## src/rtl/clk_monitor.sv

```systemverilog
// Measures period, high time and phase lag of two asynchronous clocks in
// system-clock cycles, one result set per reference period.
module clk_monitor #(
  parameter int CNT_W       = 16,
  parameter int SYNC_STAGES = 2,
  parameter int TIMEOUT     = 1000
) (
  input  logic             clk,
  input  logic             rst,
  input  logic             en,
  input  logic             mon_ref,
  input  logic             mon_phase,
  output logic [CNT_W-1:0] period_out,
  output logic [CNT_W-1:0] high_out,
  output logic [CNT_W-1:0] phase_out,
  output logic             meas_valid,
  output logic             phase_miss,
  output logic             ovf,
  output logic             stalled,
  output logic [1:0]       fsm_state
);

  // Stall detection has its own counter so it is independent of CNT_W saturation.
  localparam int              TO_W    = $clog2(TIMEOUT + 1);
  localparam logic [CNT_W-1:0] CNT_MAX = {CNT_W{1'b1}};
  localparam logic [TO_W-1:0]  TO_LAST = TO_W'(TIMEOUT - 1);

  typedef enum logic [1:0] {
    IDLE = 2'd0,
    ARM  = 2'd1,
    MEAS = 2'd2
  } state_e;

  logic [SYNC_STAGES-1:0] ref_sync_q, ph_sync_q;
  logic                   ref_hist_q, ph_hist_q;
  logic                   ref_rise, ref_fall, ph_rise;

  state_e           state_q, state_d;
  logic [CNT_W-1:0] cnt_q, cnt_d;
  logic [TO_W-1:0]  to_q, to_d;
  logic [CNT_W-1:0] high_cap_q, high_cap_d;
  logic             high_seen_q, high_seen_d;
  logic [CNT_W-1:0] ph_cap_q, ph_cap_d;
  logic             ph_seen_q, ph_seen_d;
  logic             sat_q, sat_d;
  logic [CNT_W-1:0] period_q, period_d;
  logic [CNT_W-1:0] high_q, high_d;
  logic [CNT_W-1:0] phase_q, phase_d;
  logic             valid_q, valid_d;
  logic             miss_q, miss_d;
  logic             ovf_q, ovf_d;
  logic             stalled_q, stalled_d;
  logic             start_period;

  always_ff @(posedge clk) begin
    if (rst) begin
      ref_sync_q <= '0;
      ph_sync_q  <= '0;
      ref_hist_q <= 1'b0;
      ph_hist_q  <= 1'b0;
    end else begin
      ref_sync_q <= {ref_sync_q[SYNC_STAGES-2:0], mon_ref};
      ph_sync_q  <= {ph_sync_q[SYNC_STAGES-2:0], mon_phase};
      ref_hist_q <= ref_sync_q[SYNC_STAGES-1];
      ph_hist_q  <= ph_sync_q[SYNC_STAGES-1];
    end
  end

  assign ref_rise = ref_sync_q[SYNC_STAGES-1] & ~ref_hist_q;
  assign ref_fall = ~ref_sync_q[SYNC_STAGES-1] & ref_hist_q;
  assign ph_rise  = ph_sync_q[SYNC_STAGES-1] & ~ph_hist_q;

  always_comb begin
    state_d      = state_q;
    cnt_d        = cnt_q;
    to_d         = to_q;
    high_cap_d   = high_cap_q;
    high_seen_d  = high_seen_q;
    ph_cap_d     = ph_cap_q;
    ph_seen_d    = ph_seen_q;
    sat_d        = sat_q;
    period_d     = period_q;
    high_d       = high_q;
    phase_d      = phase_q;
    valid_d      = 1'b0;
    miss_d       = miss_q;
    ovf_d        = ovf_q;
    stalled_d    = stalled_q;
    start_period = 1'b0;

    if (!en) begin
      state_d     = IDLE;
      cnt_d       = '0;
      to_d        = '0;
      high_seen_d = 1'b0;
      ph_seen_d   = 1'b0;
      sat_d       = 1'b0;
      stalled_d   = 1'b0;
    end else begin
      unique case (state_q)
        IDLE: begin
          cnt_d   = '0;
          to_d    = '0;
          state_d = ARM;
        end
        ARM: begin
          if (ref_rise) begin
            state_d      = MEAS;
            start_period = 1'b1;
          end
        end
        MEAS: begin
          if (ref_rise) begin
            // Missing fall or phase edge reports the full period instead.
            period_d     = cnt_q;
            high_d       = high_seen_q ? high_cap_q : cnt_q;
            phase_d      = ph_seen_q ? ph_cap_q : cnt_q;
            miss_d       = ~ph_seen_q;
            ovf_d        = sat_q;
            valid_d      = 1'b1;
            stalled_d    = 1'b0;
            start_period = 1'b1;
          end else if (to_q >= TO_LAST) begin
            state_d   = ARM;
            stalled_d = 1'b1;
            cnt_d     = '0;
            to_d      = '0;
          end else begin
            to_d = to_q + TO_W'(1);
            if (cnt_q == CNT_MAX) begin
              sat_d = 1'b1;
            end else begin
              cnt_d = cnt_q + CNT_W'(1);
            end
            if (ref_fall && !high_seen_q) begin
              high_cap_d  = cnt_q;
              high_seen_d = 1'b1;
            end
            if (ph_rise && !ph_seen_q) begin
              ph_cap_d  = cnt_q;
              ph_seen_d = 1'b1;
            end
          end
        end
        default: state_d = IDLE;
      endcase
    end

    // A phase edge coincident with the ref rise belongs to the new period.
    if (start_period) begin
      cnt_d       = CNT_W'(1);
      to_d        = TO_W'(1);
      high_seen_d = 1'b0;
      ph_seen_d   = ph_rise;
      ph_cap_d    = '0;
      sat_d       = 1'b0;
    end
  end

  always_ff @(posedge clk) begin
    if (rst) begin
      state_q     <= IDLE;
      cnt_q       <= '0;
      to_q        <= '0;
      high_cap_q  <= '0;
      high_seen_q <= 1'b0;
      ph_cap_q    <= '0;
      ph_seen_q   <= 1'b0;
      sat_q       <= 1'b0;
      period_q    <= '0;
      high_q      <= '0;
      phase_q     <= '0;
      valid_q     <= 1'b0;
      miss_q      <= 1'b0;
      ovf_q       <= 1'b0;
      stalled_q   <= 1'b0;
    end else begin
      state_q     <= state_d;
      cnt_q       <= cnt_d;
      to_q        <= to_d;
      high_cap_q  <= high_cap_d;
      high_seen_q <= high_seen_d;
      ph_cap_q    <= ph_cap_d;
      ph_seen_q   <= ph_seen_d;
      sat_q       <= sat_d;
      period_q    <= period_d;
      high_q      <= high_d;
      phase_q     <= phase_d;
      valid_q     <= valid_d;
      miss_q      <= miss_d;
      ovf_q       <= ovf_d;
      stalled_q   <= stalled_d;
    end
  end

  assign period_out = period_q;
  assign high_out   = high_q;
  assign phase_out  = phase_q;
  assign meas_valid = valid_q;
  assign phase_miss = miss_q;
  assign ovf        = ovf_q;
  assign stalled    = stalled_q;
  assign fsm_state  = state_q;

endmodule

```

## config.mk

```make
export PLATFORM = sky130hd
export DESIGN_NAME = clk_monitor
export DESIGN_NICKNAME = d
export VERILOG_FILES = /design/src/rtl/clk_monitor.sv
export SDC_FILE = /design/constraint.sdc
export NUM_CORES = 1
export LEC_CHECK = 0
export CAP_MARGIN = 25
export CORE_ASPECT_RATIO = 1.5
export CORE_MARGIN = 10
export CORE_UTILIZATION = 30
export CTS_CLUSTER_SIZE = 10
export DETAILED_ROUTE_END_ITERATION = 8
export GPL_ROUTABILITY_DRIVEN = 1
export PLACE_DENSITY = 0.48
export REMOVE_ABC_BUFFERS = 1
export SKIP_CTS_REPAIR_TIMING = 1
export SLEW_MARGIN = 20
export SYNTH_ARGS = -nofsm -noshare
export SYNTH_HDL_FRONTEND = slang
export SYNTH_SLANG_ARGS = --single-unit
```

## constraint.sdc

```tcl
create_clock -name clk -period 2.3 [get_ports clk]
set_clock_uncertainty 0.1 [all_clocks]
set_input_delay 0.69 -clock clk [delete_from_list [all_inputs] [get_ports clk]]
set_output_delay 0.69 -clock clk [all_outputs]
set_load 0.01 [all_outputs]
```

==> metrics.log <==
[metrics] Fin. Hold Viols: 0
[metrics] die boundary width: 128 um
[metrics] xor and xnor fraction of the mapped netlist area: 0.0117
[metrics] GP Congestion: 0.825
[metrics] Clock transition at path regs: 50 ps
[metrics] global-route wire length before repair: 21.5 mm
[metrics] maximum fanout along the worst path: 24
[metrics] total global-route track usage: 0.117
[metrics] slack of the worst reg-to-reg path: 100 ps
[metrics] number of cells after detailed placement: 833
[metrics] Num Clock Sinks: 121
[metrics] core region area: 0.0172 sq mm
[metrics] Post-layout nets: 650
[metrics] final hold slack: 334 ps
[metrics] placed wire-length estimate: 9.58 mm
[metrics] grt total ovfl: 0
[metrics] floorplan die area: 0.0232 sq mm
[metrics] Max Transition Viols Final: 0
[metrics] Final Cycle Share: 0.956
[metrics] number of gates on the worst path with buffers counted: 7
[metrics] Slowest-stage cell, CP: sky130_fd_sc_hd__or4_2
[metrics] ordered cell list for the critical path: ha_4 > a211oi_4 > o31ai_4 > a32oi_4 > buf_12 > or4_2 > a21oi_2
[metrics] headroom to the max-slew limit: 0.778
[metrics] largest incremental delay on the critical path: 660 ps
[metrics] category of the critical setup timing path: reg -> reg
[metrics] post-route non-filler standard cell count: 864
[metrics] detailed-route wire length per cell: 15.3 um
[metrics] y dimension of the die: 182 um
[metrics] TritonCTS buffer count: 17
[metrics] num rows: 59
[metrics] post-layout instance area: 0.00685 sq mm
[metrics] Area growth, synth to finish: 31.2%
[metrics] register bit total from synthesis: 121
[metrics] final worst path period need: 2200 ps
[metrics] maximum VDD drop: 0.360 mV
[metrics] fraction of met3 tracks used by global routing: 0.0297
[metrics] required time worst endpoint: 2540 ps
[metrics] pin count of the biggest net entering global routing: 74
[metrics] Synth Instances: 559
[metrics] maximum operating frequency: 0.455 GHz
[metrics] adder-cell share of the synthesized area: 0.0120
[metrics] multiplexer area fraction after synthesis: 0.125
[metrics] vias after detailed routing: 4176
[metrics] ant diodes: 0
[metrics] initial detailed-routing violation count: 114
[metrics] element type at the critical path start: flop
[metrics] number of DRC violations after detailed routing: 0
[metrics] count of TritonRoute iterations in the first routing pass: 4
[metrics] Max Buffers Root-to-Sink: 2
[metrics] clk_lat worst skew: 410 ps
[metrics] first element of the critical path: to_q[1]
[metrics] fraction of layout cells with a size suffix above 1: 0.169
[metrics] leakage power: 0.00237 uW
[metrics] power density of the placed cells: 711 mW/mm^2
[metrics] placed cell areas: 0.00623 sq mm
[metrics] async set-reset flop share out of synthesis: 0
[metrics] clock root buffer: sky130_fd_sc_hd__clkbuf_16
[metrics] number of setup violations in the final report: 0
[metrics] capturing element type of the critical path: flop
[metrics] effective utilization at floorplan: 0.303
[metrics] Power, Total: 4870 uW
[metrics] Critical Path AT: 2440 ps
[metrics] commonest register cell after synthesis: sky130_fd_sc_hd__dfxtp_1
[metrics] number of antenna violations at the first check in global routing: 0
[metrics] timing endpoint of the critical path: cnt_q[13]
[metrics] number of buffer and inverter stages on the critical path: 1
[metrics] number of enable-type register cells in the synthesized netlist: 0
[metrics] Max Cap Violations: 0
[metrics] busiest metal layer after global routing: met2
[metrics] average vias per placed instance: 4.83
[metrics] CTS tree: built
[metrics] total of warnings raised by yosys: 0
[metrics] logic depth of the worst register-to-register path: 7
[metrics] destination of the worst register-to-register timing path: cnt_q[13]
[metrics] portion of the post-synthesis area used by sequential elements: 0.464
[metrics] number of I/O pins: 59
[metrics] final wirelength: 13.2 mm
[metrics] distinct cell type count of the synthesized netlist: 50
[metrics] number of global-route vias before repair: 4251
[metrics] Max H-tree Level: 4
[metrics] Mapped Area: 0.00522 sq mm
[metrics] met1 usage: 0.113
[metrics] area fraction in and, or, nand and nor cells after synthesis: 0.183
[metrics] Hold Path Class: reg -> reg
[metrics] family with the most delay on the worst path: simple AND/OR/NAND/NOR gates
[metrics] count of antenna-violating nets left after detailed routing: 0
[metrics] reg-to-reg critical path startpoint: to_q[1]
[metrics] result of the run: complete, no violations
[metrics] largest family of logic cells by synthesized area: simple AND/OR/NAND/NOR gates
[metrics] Post-Synthesis Mean Instance Area: 9.34 sq um
[metrics] transition time of the tightest slew-check pin: 333 ps
[metrics] Synth Area in Compound Gates: 0.136
[metrics] GR Util met2: 0.223
[metrics] IO Port Bufs: 58
-- worst register-to-register path, delay by kind of cell, from the launching register on --
family                     cells  cell delay, ps
AOI/OAI and AO/OA              4             650
DFF                            1             380
buffers and inverters          1             170
adders and majority gates      1             170
and+or+nand+nor                1             660
-- state kept, by name, indices dropped and copies added, names as in the netlist, 2 cells and up --
signal      flops
cnt_q          16
phase_out      16
to_q           10
fsm_state       2
period_out     16
ph_cap_q       16
high_out       16
ph_sync_q       2
high_cap_q     16
ref_sync_q      2
-- logic make-up after synthesis --
kind of cell,after synthesis
and+or+nand+nor,198
DFF,121
AOI/OAI and AO/OA,103
muxes,65
buffers and inverters,60
xor gates and xnor gates,7
adders and majority gates,5
-- cells in the final DEF (no fill, tap or decap), types with 8 or more instances in the layout --
cell type / netlist / layout
sky130_fd_sc_hd__inv_1: 9 / 9
sky130_fd_sc_hd__o21ai_1: 9 / 9
sky130_fd_sc_hd__a21oi_1: 37 / 36
sky130_fd_sc_hd__nand3_1: 10 / 10
sky130_fd_sc_hd__clkdlybuf4s50_1: 0 / 57
sky130_fd_sc_hd__a211oi_1: 36 / 36
sky130_fd_sc_hd__nand4_1: 9 / 9
sky130_fd_sc_hd__clkbuf_16: 0 / 17
sky130_fd_sc_hd__dfxtp_1: 121 / 121
sky130_fd_sc_hd__nor2b_1: 8 / 8
sky130_fd_sc_hd__nor2_1: 80 / 80
sky130_fd_sc_hd__mux2i_1: 65 / 65
sky130_fd_sc_hd__buf_4: 2 / 49
sky130_fd_sc_hd__nand2_1: 53 / 53
-- area by class of cell --
cell class                 instances  area (sq um)
clock buffer                      21           460
timing repair buffer             113          1060
fill                            1730         10300
clock inverter                     9           124
tap                              213           267
sequential                       121          2420
multi-input combinational        378          2480
inverter                           9          33.8
-- worst min-delay path by stage --
| stage | start | endpoint | cells past startpoint |
|---|---|---|---|
| 6_report | ref_sync_q[0] | ref_sync_q[1] | 1 |
| 5_1_grt | ph_sync_q[0] | ph_sync_q[1] | 1 |
| 4_1_cts | ref_sync_q[0] | ref_sync_q[1] | 1 |
| 3_5_place_dp | ref_sync_q[0] | ref_sync_q[1] | 1 |
| 3_3_place_gp | ph_sync_q[0] | ph_sync_q[1] | 1 |
| 2_1_floorplan | ph_sync_q[0] | ph_sync_q[1] | 1 |
-- metal layers --
| layer | part of all wire | vias up |
|---|---|---|
| met4 | 0.022 | 0 |
| met3 | 0.034 | 21 |
| met5 | 0 | - |
| met1 | 0.38 | 1990 |
| met2 | 0.56 | 51 |
| li1 | - | 2114 |
-- through the flow --
step | TNS (ps) | worst slack, ps | utilization
floorplan | -61060 | -1840 | -
global placement | -445 | -50.8 | 0.362
detailed placement | -1020 | -57.9 | 0.362
CTS | -26.3 | -26.3 | 0.396
global route | -1.84 | -1.84 | 0.398
finish | 0 | 101 | 0.398
-- cell usage after synthesis (2+ instances only) --
master	number	area share
sky130_fd_sc_hd__buf_4	2	0.0029
sky130_fd_sc_hd__buf_1	5	0.0036
sky130_fd_sc_hd__nand2b_1	3	0.0036
sky130_fd_sc_hd__buf_6	6	0.013
sky130_fd_sc_hd__clkbuf_8	7	0.018
sky130_fd_sc_hd__xor2_1	7	0.012
sky130_fd_sc_hd__mux2i_1	65	0.12
sky130_fd_sc_hd__nor2b_1	8	0.0096
sky130_fd_sc_hd__nand4_1	9	0.011
sky130_fd_sc_hd__nand4b_1	3	0.0050
sky130_fd_sc_hd__clkbuf_1	24	0.017
sky130_fd_sc_hd__inv_1	9	0.0065
sky130_fd_sc_hd__buf_2	7	0.0067
sky130_fd_sc_hd__and4_1	3	0.0050
sky130_fd_sc_hd__or4_2	4	0.0067
sky130_fd_sc_hd__o31ai_1	3	0.0043
sky130_fd_sc_hd__ha_1	5	0.012
sky130_fd_sc_hd__a21oi_1	37	0.035
sky130_fd_sc_hd__dfxtp_1	121	0.46
sky130_fd_sc_hd__or3_2	7	0.010
sky130_fd_sc_hd__nor2_1	80	0.058
sky130_fd_sc_hd__o21ai_1	9	0.0086
sky130_fd_sc_hd__and2_1	4	0.0048
sky130_fd_sc_hd__o21ai_0	4	0.0038
sky130_fd_sc_hd__a211oi_1	36	0.052
sky130_fd_sc_hd__nand2_1	53	0.038
sky130_fd_sc_hd__a21o_1	2	0.0029
sky130_fd_sc_hd__and3_1	4	0.0048
sky130_fd_sc_hd__nand3_1	10	0.0096
sky130_fd_sc_hd__nor3_1	2	0.0019
-- where the power goes --
group / leakage, uW / internal (uW) / switching (uW)
Combinational: 0.00110 / 49.1 / 76.7
Sequential: 0.000975 / 2100 / 3.38
Clock: 0.000292 / 1740 / 897
(Power assumes the default switching activity.)
